File: src/rtl/sonic_tx_arbiter_if.sv
// Bundle of requester-side and PCIe-core-side TX signals for sonic_tx_arbiter.
// Handshake: a requester raises ready to ask for the port; the arbiter answers with a registered
// one-hot sel; the requester holds busy while its TLP is in flight and drops it to release sel.
interface sonic_tx_arbiter_if #(
  parameter int NUM_REQ = 4
);
  logic [NUM_REQ-1:0]     req_ready;
  logic [NUM_REQ-1:0]     req_busy;
  logic [NUM_REQ-1:0]     req_sel;
  logic [NUM_REQ-1:0]     req_ready_others;
  logic [NUM_REQ-1:0]     req_tx_req;
  logic [NUM_REQ*128-1:0] req_tx_desc;
  logic [NUM_REQ-1:0]     req_tx_dfr;
  logic [NUM_REQ-1:0]     req_tx_dv;
  logic [NUM_REQ-1:0]     req_tx_err;
  logic [NUM_REQ*128-1:0] req_tx_data;
  logic [NUM_REQ-1:0]     req_tx_ack;
  logic                   req_tx_ws;
  logic                   tx_req;
  logic                   tx_dfr;
  logic                   tx_dv;
  logic                   tx_err;
  logic [127:0]           tx_desc;
  logic [127:0]           tx_data;
  logic                   tx_ack;
  logic                   tx_ws;

  modport master (
    input  req_ready, req_busy, req_tx_req, req_tx_desc, req_tx_dfr, req_tx_dv, req_tx_err,
           req_tx_data, tx_ack, tx_ws,
    output req_sel, req_ready_others, req_tx_ack, req_tx_ws, tx_req, tx_dfr, tx_dv, tx_err,
           tx_desc, tx_data
  );

  modport slave (
    output req_ready, req_busy, req_tx_req, req_tx_desc, req_tx_dfr, req_tx_dv, req_tx_err,
           req_tx_data, tx_ack, tx_ws,
    input  req_sel, req_ready_others, req_tx_ack, req_tx_ws, tx_req, tx_dfr, tx_dv, tx_err,
           tx_desc, tx_data
  );
endinterface

File: src/rtl/sonic_tx_arbiter.sv
// Round-robin arbiter sharing the PCIe TX port among NUM_REQ requesters, with grant timeout.
// Define SONIC_TX_ARB_PRIO_EN to give requester 0 (IRQ) absolute priority in IDLE.
module sonic_tx_arbiter #(
  parameter int NUM_REQ       = 4,
  parameter int GRANT_TIMEOUT = 255
) (
  input  logic                 clk_in,
  input  logic                 rstn,
  sonic_tx_arbiter_if.master   bus,
  output logic [15:0]          timeout_cnt,
  output logic [1:0]           state_dbg
);

  localparam int IDX_W = (NUM_REQ > 2) ? $clog2(NUM_REQ) : 1;
  localparam logic [15:0] TIMER_LAST = 16'(GRANT_TIMEOUT - 1);

  typedef enum logic [1:0] {
    IDLE  = 2'd0,
    GRANT = 2'd1,
    BUSY  = 2'd2
  } state_t;

  state_t             state_q, state_d;
  logic [NUM_REQ-1:0] sel_q, sel_d;
  logic [IDX_W-1:0]   grant_q, grant_d;
  logic [IDX_W-1:0]   last_q, last_d;
  logic [15:0]        timer_q, timer_d;
  logic [15:0]        tcnt_q, tcnt_d;
  logic               pick_found;
  logic [IDX_W-1:0]   pick_idx;
  logic [IDX_W-1:0]   cand;

  // Scan from the farthest candidate to the nearest so the first ready index after last_q wins.
  always_comb begin
    pick_found = 1'b0;
    pick_idx   = '0;
    cand       = '0;
    for (int k = NUM_REQ; k >= 1; k--) begin
      cand = IDX_W'((int'(last_q) + k) % NUM_REQ);
      if (bus.req_ready[cand]) begin
        pick_found = 1'b1;
        pick_idx   = cand;
      end
    end
`ifdef SONIC_TX_ARB_PRIO_EN
    if (bus.req_ready[0]) begin
      pick_found = 1'b1;
      pick_idx   = '0;
    end
`endif
  end

  always_comb begin
    state_d = state_q;
    sel_d   = sel_q;
    grant_d = grant_q;
    last_d  = last_q;
    timer_d = timer_q;
    tcnt_d  = tcnt_q;
    case (state_q)
      IDLE: begin
        if (pick_found) begin
          state_d = GRANT;
          sel_d   = NUM_REQ'(1) << pick_idx;
          grant_d = pick_idx;
          timer_d = '0;
        end
      end
      GRANT: begin
        if (bus.req_busy[grant_q]) begin
          state_d = BUSY;
          timer_d = '0;
        end else if (!bus.req_ready[grant_q]) begin
          state_d = IDLE;
          sel_d   = '0;
        end else if (timer_q == TIMER_LAST) begin
          state_d = IDLE;
          sel_d   = '0;
          timer_d = '0;
          if (tcnt_q != 16'hFFFF) tcnt_d = tcnt_q + 16'd1;
        end else begin
          timer_d = timer_q + 16'd1;
        end
      end
      BUSY: begin
        // No timeout here: a transfer in flight is never cut short.
        if (!bus.req_busy[grant_q]) begin
          state_d = IDLE;
          sel_d   = '0;
          last_d  = grant_q;
        end
      end
      default: begin
        state_d = IDLE;
        sel_d   = '0;
      end
    endcase
  end

  always_ff @(posedge clk_in or negedge rstn) begin
    if (!rstn) begin
      state_q <= IDLE;
      sel_q   <= '0;
      grant_q <= '0;
      last_q  <= IDX_W'(NUM_REQ - 1);
      timer_q <= '0;
      tcnt_q  <= '0;
    end else begin
      state_q <= state_d;
      sel_q   <= sel_d;
      grant_q <= grant_d;
      last_q  <= last_d;
      timer_q <= timer_d;
      tcnt_q  <= tcnt_d;
    end
  end

  logic               mux_req, mux_dfr, mux_dv, mux_err;
  logic [127:0]       mux_desc, mux_data;
  logic [NUM_REQ-1:0] others;

  // sel is one-hot or zero, so OR-ing the gated fields gives a clean mux that idles at 0.
  always_comb begin
    mux_req  = 1'b0;
    mux_dfr  = 1'b0;
    mux_dv   = 1'b0;
    mux_err  = 1'b0;
    mux_desc = '0;
    mux_data = '0;
    for (int i = 0; i < NUM_REQ; i++) begin
      if (sel_q[i]) begin
        mux_req  = mux_req  | bus.req_tx_req[i];
        mux_dfr  = mux_dfr  | bus.req_tx_dfr[i];
        mux_dv   = mux_dv   | bus.req_tx_dv[i];
        mux_err  = mux_err  | bus.req_tx_err[i];
        mux_desc = mux_desc | bus.req_tx_desc[128*i +: 128];
        mux_data = mux_data | bus.req_tx_data[128*i +: 128];
      end
    end
  end

  always_comb begin
    others = '0;
    for (int i = 0; i < NUM_REQ; i++) begin
      others[i] = |(bus.req_ready & ~(NUM_REQ'(1) << i));
    end
  end

  assign bus.tx_req           = mux_req;
  assign bus.tx_dfr           = mux_dfr;
  assign bus.tx_dv            = mux_dv;
  assign bus.tx_err           = mux_err;
  assign bus.tx_desc          = mux_desc;
  assign bus.tx_data          = mux_data;
  assign bus.req_sel          = sel_q;
  assign bus.req_tx_ack       = sel_q & {NUM_REQ{bus.tx_ack}};
  assign bus.req_tx_ws        = bus.tx_ws;
  assign bus.req_ready_others = others;
  assign timeout_cnt          = tcnt_q;
  assign state_dbg            = state_q;

endmodule

File: src/flat_wrapper.sv
// flat-port wrapper written by rule: the top's interface ports become plain ports
module sonic_tx_arbiter_flat 
#(
  parameter int NUM_REQ       = 4,
  parameter int GRANT_TIMEOUT = 255
)
  (clk_in, rstn, timeout_cnt, state_dbg, bus_req_ready, bus_req_busy, bus_req_tx_req, bus_req_tx_desc, bus_req_tx_dfr, bus_req_tx_dv, bus_req_tx_err, bus_req_tx_data, bus_tx_ack, bus_tx_ws, bus_req_sel, bus_req_ready_others, bus_req_tx_ack, bus_req_tx_ws, bus_tx_req, bus_tx_dfr, bus_tx_dv, bus_tx_err, bus_tx_desc, bus_tx_data);
  sonic_tx_arbiter_if #(.NUM_REQ(NUM_REQ)) bus_i ();
  input  logic clk_in;
  input  logic rstn;
  output logic [15:0] timeout_cnt;
  output logic [1:0] state_dbg;
  input wire logic [$bits(bus_i.req_ready)-1:0] bus_req_ready;
  input wire logic [$bits(bus_i.req_busy)-1:0] bus_req_busy;
  input wire logic [$bits(bus_i.req_tx_req)-1:0] bus_req_tx_req;
  input wire logic [$bits(bus_i.req_tx_desc)-1:0] bus_req_tx_desc;
  input wire logic [$bits(bus_i.req_tx_dfr)-1:0] bus_req_tx_dfr;
  input wire logic [$bits(bus_i.req_tx_dv)-1:0] bus_req_tx_dv;
  input wire logic [$bits(bus_i.req_tx_err)-1:0] bus_req_tx_err;
  input wire logic [$bits(bus_i.req_tx_data)-1:0] bus_req_tx_data;
  input wire logic [$bits(bus_i.tx_ack)-1:0] bus_tx_ack;
  input wire logic [$bits(bus_i.tx_ws)-1:0] bus_tx_ws;
  output wire logic [$bits(bus_i.req_sel)-1:0] bus_req_sel;
  output wire logic [$bits(bus_i.req_ready_others)-1:0] bus_req_ready_others;
  output wire logic [$bits(bus_i.req_tx_ack)-1:0] bus_req_tx_ack;
  output wire logic [$bits(bus_i.req_tx_ws)-1:0] bus_req_tx_ws;
  output wire logic [$bits(bus_i.tx_req)-1:0] bus_tx_req;
  output wire logic [$bits(bus_i.tx_dfr)-1:0] bus_tx_dfr;
  output wire logic [$bits(bus_i.tx_dv)-1:0] bus_tx_dv;
  output wire logic [$bits(bus_i.tx_err)-1:0] bus_tx_err;
  output wire logic [$bits(bus_i.tx_desc)-1:0] bus_tx_desc;
  output wire logic [$bits(bus_i.tx_data)-1:0] bus_tx_data;
  assign bus_i.req_ready = bus_req_ready;
  assign bus_i.req_busy = bus_req_busy;
  assign bus_i.req_tx_req = bus_req_tx_req;
  assign bus_i.req_tx_desc = bus_req_tx_desc;
  assign bus_i.req_tx_dfr = bus_req_tx_dfr;
  assign bus_i.req_tx_dv = bus_req_tx_dv;
  assign bus_i.req_tx_err = bus_req_tx_err;
  assign bus_i.req_tx_data = bus_req_tx_data;
  assign bus_i.tx_ack = bus_tx_ack;
  assign bus_i.tx_ws = bus_tx_ws;
  assign bus_req_sel = bus_i.req_sel;
  assign bus_req_ready_others = bus_i.req_ready_others;
  assign bus_req_tx_ack = bus_i.req_tx_ack;
  assign bus_req_tx_ws = bus_i.req_tx_ws;
  assign bus_tx_req = bus_i.tx_req;
  assign bus_tx_dfr = bus_i.tx_dfr;
  assign bus_tx_dv = bus_i.tx_dv;
  assign bus_tx_err = bus_i.tx_err;
  assign bus_tx_desc = bus_i.tx_desc;
  assign bus_tx_data = bus_i.tx_data;
  sonic_tx_arbiter #(.NUM_REQ(NUM_REQ), .GRANT_TIMEOUT(GRANT_TIMEOUT)) u_core (.clk_in(clk_in), .rstn(rstn), .bus(bus_i), .timeout_cnt(timeout_cnt), .state_dbg(state_dbg));
endmodule
File: config.mk
export PLATFORM = sky130hd
export DESIGN_NAME = sonic_tx_arbiter_flat
export DESIGN_NICKNAME = d
export VERILOG_FILES = /design/src/rtl/sonic_tx_arbiter_if.sv /design/src/rtl/sonic_tx_arbiter.sv /design/src/flat_wrapper.sv
export SDC_FILE = /design/constraint.sdc
export NUM_CORES = 1
export LEC_CHECK = 0
export BUFFER_PORTS_ARGS = -buffer_cell sky130_fd_sc_hd__buf_2
export CAP_MARGIN = 25
export CORE_AREA = 5 5 513 515
export CTS_CLUSTER_DIAMETER = 120
export DETAILED_ROUTE_END_ITERATION = 8
export DIE_AREA = 0 0 518 520
export SLEW_MARGIN = 20
export SYNTH_ARGS = -nofsm -noshare
export SYNTH_HDL_FRONTEND = slang
export SYNTH_SLANG_ARGS = --single-unit
File: constraint.sdc
create_clock -name clk_in -period 5.59 [get_ports clk_in]
set_input_delay 0.8385 -clock clk_in [delete_from_list [all_inputs] [get_ports clk_in]]
set_output_delay 0.8385 -clock clk_in [all_outputs]
set_load 0.02 [all_outputs]
# Yosys cells after proc, flatten, opt, wreduce, memory -nomap -nowiden
# Index checks and enable logic that the tools add are counted.
# W data, S select, Z words.
dict set report word_totals {
  output_inout_bits 291
  mem_bits_rw 0
  mem_count 0
  latchBits 0
  word_cells 121
  romBits 0
  input_bits 1052
  ff_bits 42
}
dict set report classes {
  addsub 6
  div_mod_pow 0
  bitwise 20
  n_lt_le_gt_ge 5
  multipliers 0
  n_mux 61
  reduce_logical 12
  n_eq_ne 10
  n_shift 1
}
# cell count
set op_table {}
lappend op_table {{$mux W128} 8}
lappend op_table {{$or A128 B128 Y128} 6}
lappend op_table {{$mux W16} 4}
lappend op_table {{$add A16 B1 Y16 const B} 2}
lappend op_table {{$pmux W16 S2} 1}
lappend op_table {{$mux W1} 26}
lappend op_table {{$mux W4} 5}
lappend op_table {{$mux W2} 9}
lappend op_table {{$eq A16 B8 Y1 const B} 1}
lappend op_table {{$ne A16 B16 Y1 const B} 1}
lappend op_table {{$lt A2 B3 Y1 const B} 5}
lappend op_table {{$bmux W1 S2} 6}
lappend op_table {{$or A1 B1 Y1} 12}
lappend op_table {{$pmux W4 S3} 1}
lappend op_table {{$reduce_or A3 Y1} 4}
lappend op_table {{$pmux W2 S3} 1}
lappend op_table {{$reduce_and A3 Y1} 2}
lappend op_table {{$reduce_and A5 Y1} 1}
lappend op_table {{$add A2 B1 Y2 const B} 2}
lappend op_table {{$add A2 B2 Y2 const B} 2}
lappend op_table {{$and A4 B4 Y4} 1}
lappend op_table {{$ne A2 B2 Y1 const B} 2}
lappend op_table {{$ne A4 B3 Y1 const B} 1}
lappend op_table {{$reduce_and A2 Y1} 2}
lappend op_table {{10 further kinds} 10}

# Logic depth before layout (Yosys ltp)
dict set report depth {
  ltp_word 10
  ltp_mapped 9
  depth_no_buf 8
}

# Worst setup path after synthesis
# OpenSTA, ideal clock, no wires.
dict set report synth_timing {
  kind {input to register}
  startpoint {in bus_req_busy[0]}
  endpoint {reg u_core.tcnt_q[5] (netlist: u_core.timeout_cnt[5])}
  setup_time_ps 129
  arrival_ps 2291
  stages 7
  path_buffers 1
  required_time_ps 5461
  slack_ps 3170
  path_cell_list {nor2b_2 a211o_1 a2111oi_1 o31a_2 buf_6 nand4_1 xnor2_1}
}
dict set report synth_via {
  elab_chain_len 4
}
# element line
set synth_rtl {}
lappend synth_rtl {{from (decl)} flat_wrapper.sv:14} ;# input wire logic [$bits(bus_i.req_busy)-1:0] bus_req_busy;
lappend synth_rtl {{$bmux W1 S2} sonic_tx_arbiter.sv:70} ;# if (bus.req_busy[grant_q]) begin
lappend synth_rtl {{$mux W1 (not written as such)} sonic_tx_arbiter.sv:70}
lappend synth_rtl {{$not A1 Y1 (no line)} -}
lappend synth_rtl {{$reduce_and A5 Y1 (no line)} -}
lappend synth_rtl {{to (signal assigned)} sonic_tx_arbiter.sv:114} ;# tcnt_q <= tcnt_d;
lappend synth_rtl {{to (decl)} sonic_tx_arbiter.sv:28} ;# logic [15:0] tcnt_q, tcnt_d;
# Every way passes these cells. The select of a mux whose other input is x is not followed.
# A chain may end at the register's enable or synchronous reset.

# Worst setup path in the final report
dict set report layout_timing {
  startpoint {reg u_core.sel_q[0] (netlist: u_core.bus.req_sel[0])}
  endpoint {out bus_tx_desc[25]}
}
dict set report layout_via {
  elab_chain_len 7
}
# element line
set layout_rtl {}
lappend layout_rtl {{from (decl)} sonic_tx_arbiter.sv:24} ;# logic [NUM_REQ-1:0] sel_q, sel_d;
lappend layout_rtl {{from (signal assigned)} sonic_tx_arbiter.sv:110} ;# sel_q <= sel_d;
lappend layout_rtl {{$mux W128 *} sonic_tx_arbiter.sv:131} ;# if (sel_q[i]) begin
lappend layout_rtl {{$or A128 B128 Y128} sonic_tx_arbiter.sv:136} ;# mux_desc = mux_desc | bus.req_tx_desc[128*i +: 128];
lappend layout_rtl {{$mux W128 *} sonic_tx_arbiter.sv:131}
lappend layout_rtl {{$or A128 B128 Y128} sonic_tx_arbiter.sv:136}
lappend layout_rtl {{$mux W128 *} sonic_tx_arbiter.sv:131}
lappend layout_rtl {{$or A128 B128 Y128} sonic_tx_arbiter.sv:136}
lappend layout_rtl {{$mux W128 *} sonic_tx_arbiter.sv:131}
lappend layout_rtl {{to (decl)} flat_wrapper.sv:31} ;# output wire logic [$bits(bus_i.tx_desc)-1:0] bus_tx_desc;
# Mark *: on every way between the ends. The rest lies on a longest branch, timed or not.

==> results.cfg <==
[floorplan]
core_um2 = 258000
row_count = 187
die_area_um2 = 269000
die_x_um = 518
io-pin-count = 1343
fp.dieH_um = 520
initial_core_util_pct = 2.97

[clock_tree]
cts_num_sinks = 42
post_cts_buffers = 0
cts_resized = 0
cts_made_buffers = 5
cts_hold_buf = 0
root_buffer = clkbuf_16
cts_buffer_depth = 2
cts_tree = done
cts_max_level = 2
clk_latency_ps = 330
path_clk_slew_ps = 90

[place]
dp_hpwl_um = 247000
placedCellCount = 5817
routabilityCongestion = 1.25
port_buffers = 1340

[worst_setup_path]
cp-start-kind = register
cp_cell_sequence = buf_4 > a22oi_1 > nand2_1 > buf_2
critPathMaxStageDelay_ps = 1020
crit_type = reg2out
required_ps = 4750
worstSetupEndpointType = primary output
slowest_stage = dfrtp_4
critPathBufInv = 2
path_delay_family = buffers and inverters
arrival_ps = 3410
crit_fanout = 54

[power_and_ir_drop]
total_power_mw = 9.20
pwr_density_cell_nw_per_um2 = 473
p_comb_share_pct = 89.6
p_leak_nw = 9.00
intPower_mw = 2.48
swShare_pct = 73.1
power_frac_seq_pct = 6.8
irDropWorstVdd_mv = 0.197
power_frac_clock_pct = 3.7
netSwitchingPower_mw = 6.72

[timing]
period_needed_ps = 4240
fin_crit_sh_pct = 75.9
tns_ps = 0
rsz0062_at_grt = false
slew_viol_final = 0
worst_pin_slew_ps = 1350
finalHoldViolations = 0
fmax_mhz = 236
fin_hold_ws_ps = 435
fin_worst_skew_ps = 20.2
relSlewSlack_pct = 9.72
setup_viol = 0

[layout]
post-route-util_pct = 7.53
synthToLayoutAreaGrowth_pct = 153
drive_above_1_share_pct = 59.3
layout.nets = 3477
final_cells = 6004

[detailed_routing]
drt-total-wl_um = 264000
final_antenna_net_count = 0
drc = 4
viasPerCell = 3.17
first_pass_iters = 9
vias = 19000
wire_per_inst_um = 44.0
drtIter0Drc = 2421

[global_route]
grt_pass1_vias = 18200
grt_pass1_wl_um = 304000
grt_overflow = 0
grt_max_degree = 97
grt_usage_pct = 18.5
antenna_found_initial = 349

[logic_synthesis]
synth-edff-count = 0
yosysSeqAreaShare_pct = 13.7
yosys.area.top_type = a22oi_1
synth_top_area_share_pct = 50.8
synth_common_cells = a22oi_1, nand2_1, clkbuf_1, dfrtp_1, o21ai_0
synth_area_um2 = 7680
yosysWarningCount = 0
yosysMostFrequentCell = a22oi_1
ys_types = 49
syn_nets = 2197
synth_seq_cells = 42
synthArstFlopShare_pct = 100
ys.flop_type = dfrtp_1
netlist_top_cells_area = a22oi_1, nand2_1, dfrtp_1
syn-mean-instance-area_um2 = 6.72
netlist_instances = 1142

[run]
max_cap_violations = 0

[run_status]
violations = design-rule violations
status = complete, but fails checks

[hold_path]
hp-class = in2async
[area by class of cell]
class,instances,area [um2]
Antenna cell,179,448
Clock buffer,5,125
Clock inverter,3,23.8
Fill cell,30700,239000
Inverter,7,26.3
Multi-Input combinational cell,966,6150
Sequential cell,42,1070
Tap cell,3402,4260
Timing Repair Buffer,1400,7350
[routing by layer]
layer / part of all wire, % / global-route usage [%] / up-vias
met5: 0.41 / 1.88 / -
met4: 5.5 / 7.31 / 144
met3: 13 / 10.3 / 736
met2: 48 / 32.4 / 1904
met1: 33 / 18.1 / 8969
li1: - / - / 7290
[path summary, 6_finish.rpt]
path                                       startpoint                endpoint  slack (ps)  depth (start not counted)
worst max-delay path            u_core.bus.req_sel[0]         bus_tx_desc[25]        1350                          4
worst min-delay path                             rstn  u_core.timeout_cnt[13]         440                          1
worst max register to register      u_core.timer_q[0]       u_core.timer_q[5]        2940                          8
worst min register to register     u_core.timer_q[10]      u_core.timer_q[10]         510                          1
max in group asynchronous                        rstn        u_core.last_q[1]        4550                          2
min in group clk_in                u_core.timer_q[10]      u_core.timer_q[10]         510                          1
[cell usage in the layout (no fill, tap or decap), types with 7 or more instances in the layout]
master    count
a22oi_2      14
a22oi_1     506
nand2b_1      7
xnor2_1      11
nand3_1      13
diode_2     179
buf_2      1340
dfrtp_1      36
buf_8         9
o21ai_0      23
and3_1       10
nor2_1       16
buf_12        9
inv_1         7
buf_4        38
nand2_1     286
o31ai_1       7
[per-stage QoR]
stage | area [um2] | setup slack (ps)
floorplan | 7680 | 3170
global placement | 18600 | 1050
detailed placement | 18900 | 1550
CTS | 19000 | 1190
global route | 19300 | 1270
finish | 19500 | 1350
[flip-flops by register name, summed over array words and instances (netlist names)]
register,count
u_core.grant_q,2
u_core.state_dbg,2
u_core.bus.req_sel,4
u_core.timeout_cnt,16
u_core.timer_q,16
u_core.last_q,2
[cells by family (layout without fill, tap and decap cells)]
family / count (synthesis) / after routing / share of synthesized area (%)
buf+inv: 134 / 1415 / 7.14
mux: 9 / 9 / 1.24
xor+xnor: 15 / 15 / 1.71
fa+ha+maj: 3 / 3 / 0.489
compound gates: 574 / 574 / 55.5
simple gates: 365 / 365 / 20.2
flops: 42 / 42 / 13.7
other cells: 0 / 179 / 0
[power by group through the flow]
stage	clock [mW]	sequential, mW	combinational (mW)
6_report	0.337	0.624	8.24
3_5_place_dp	0	0.635	8.51
2_1_floorplan	0	0.392	3.28
3_3_place_gp	0	0.633	8.58
4_1_cts	0.350	0.629	8.54
5_1_grt	0.364	0.636	8.70
No activity file was read; power rests on OpenSTA's default activity.
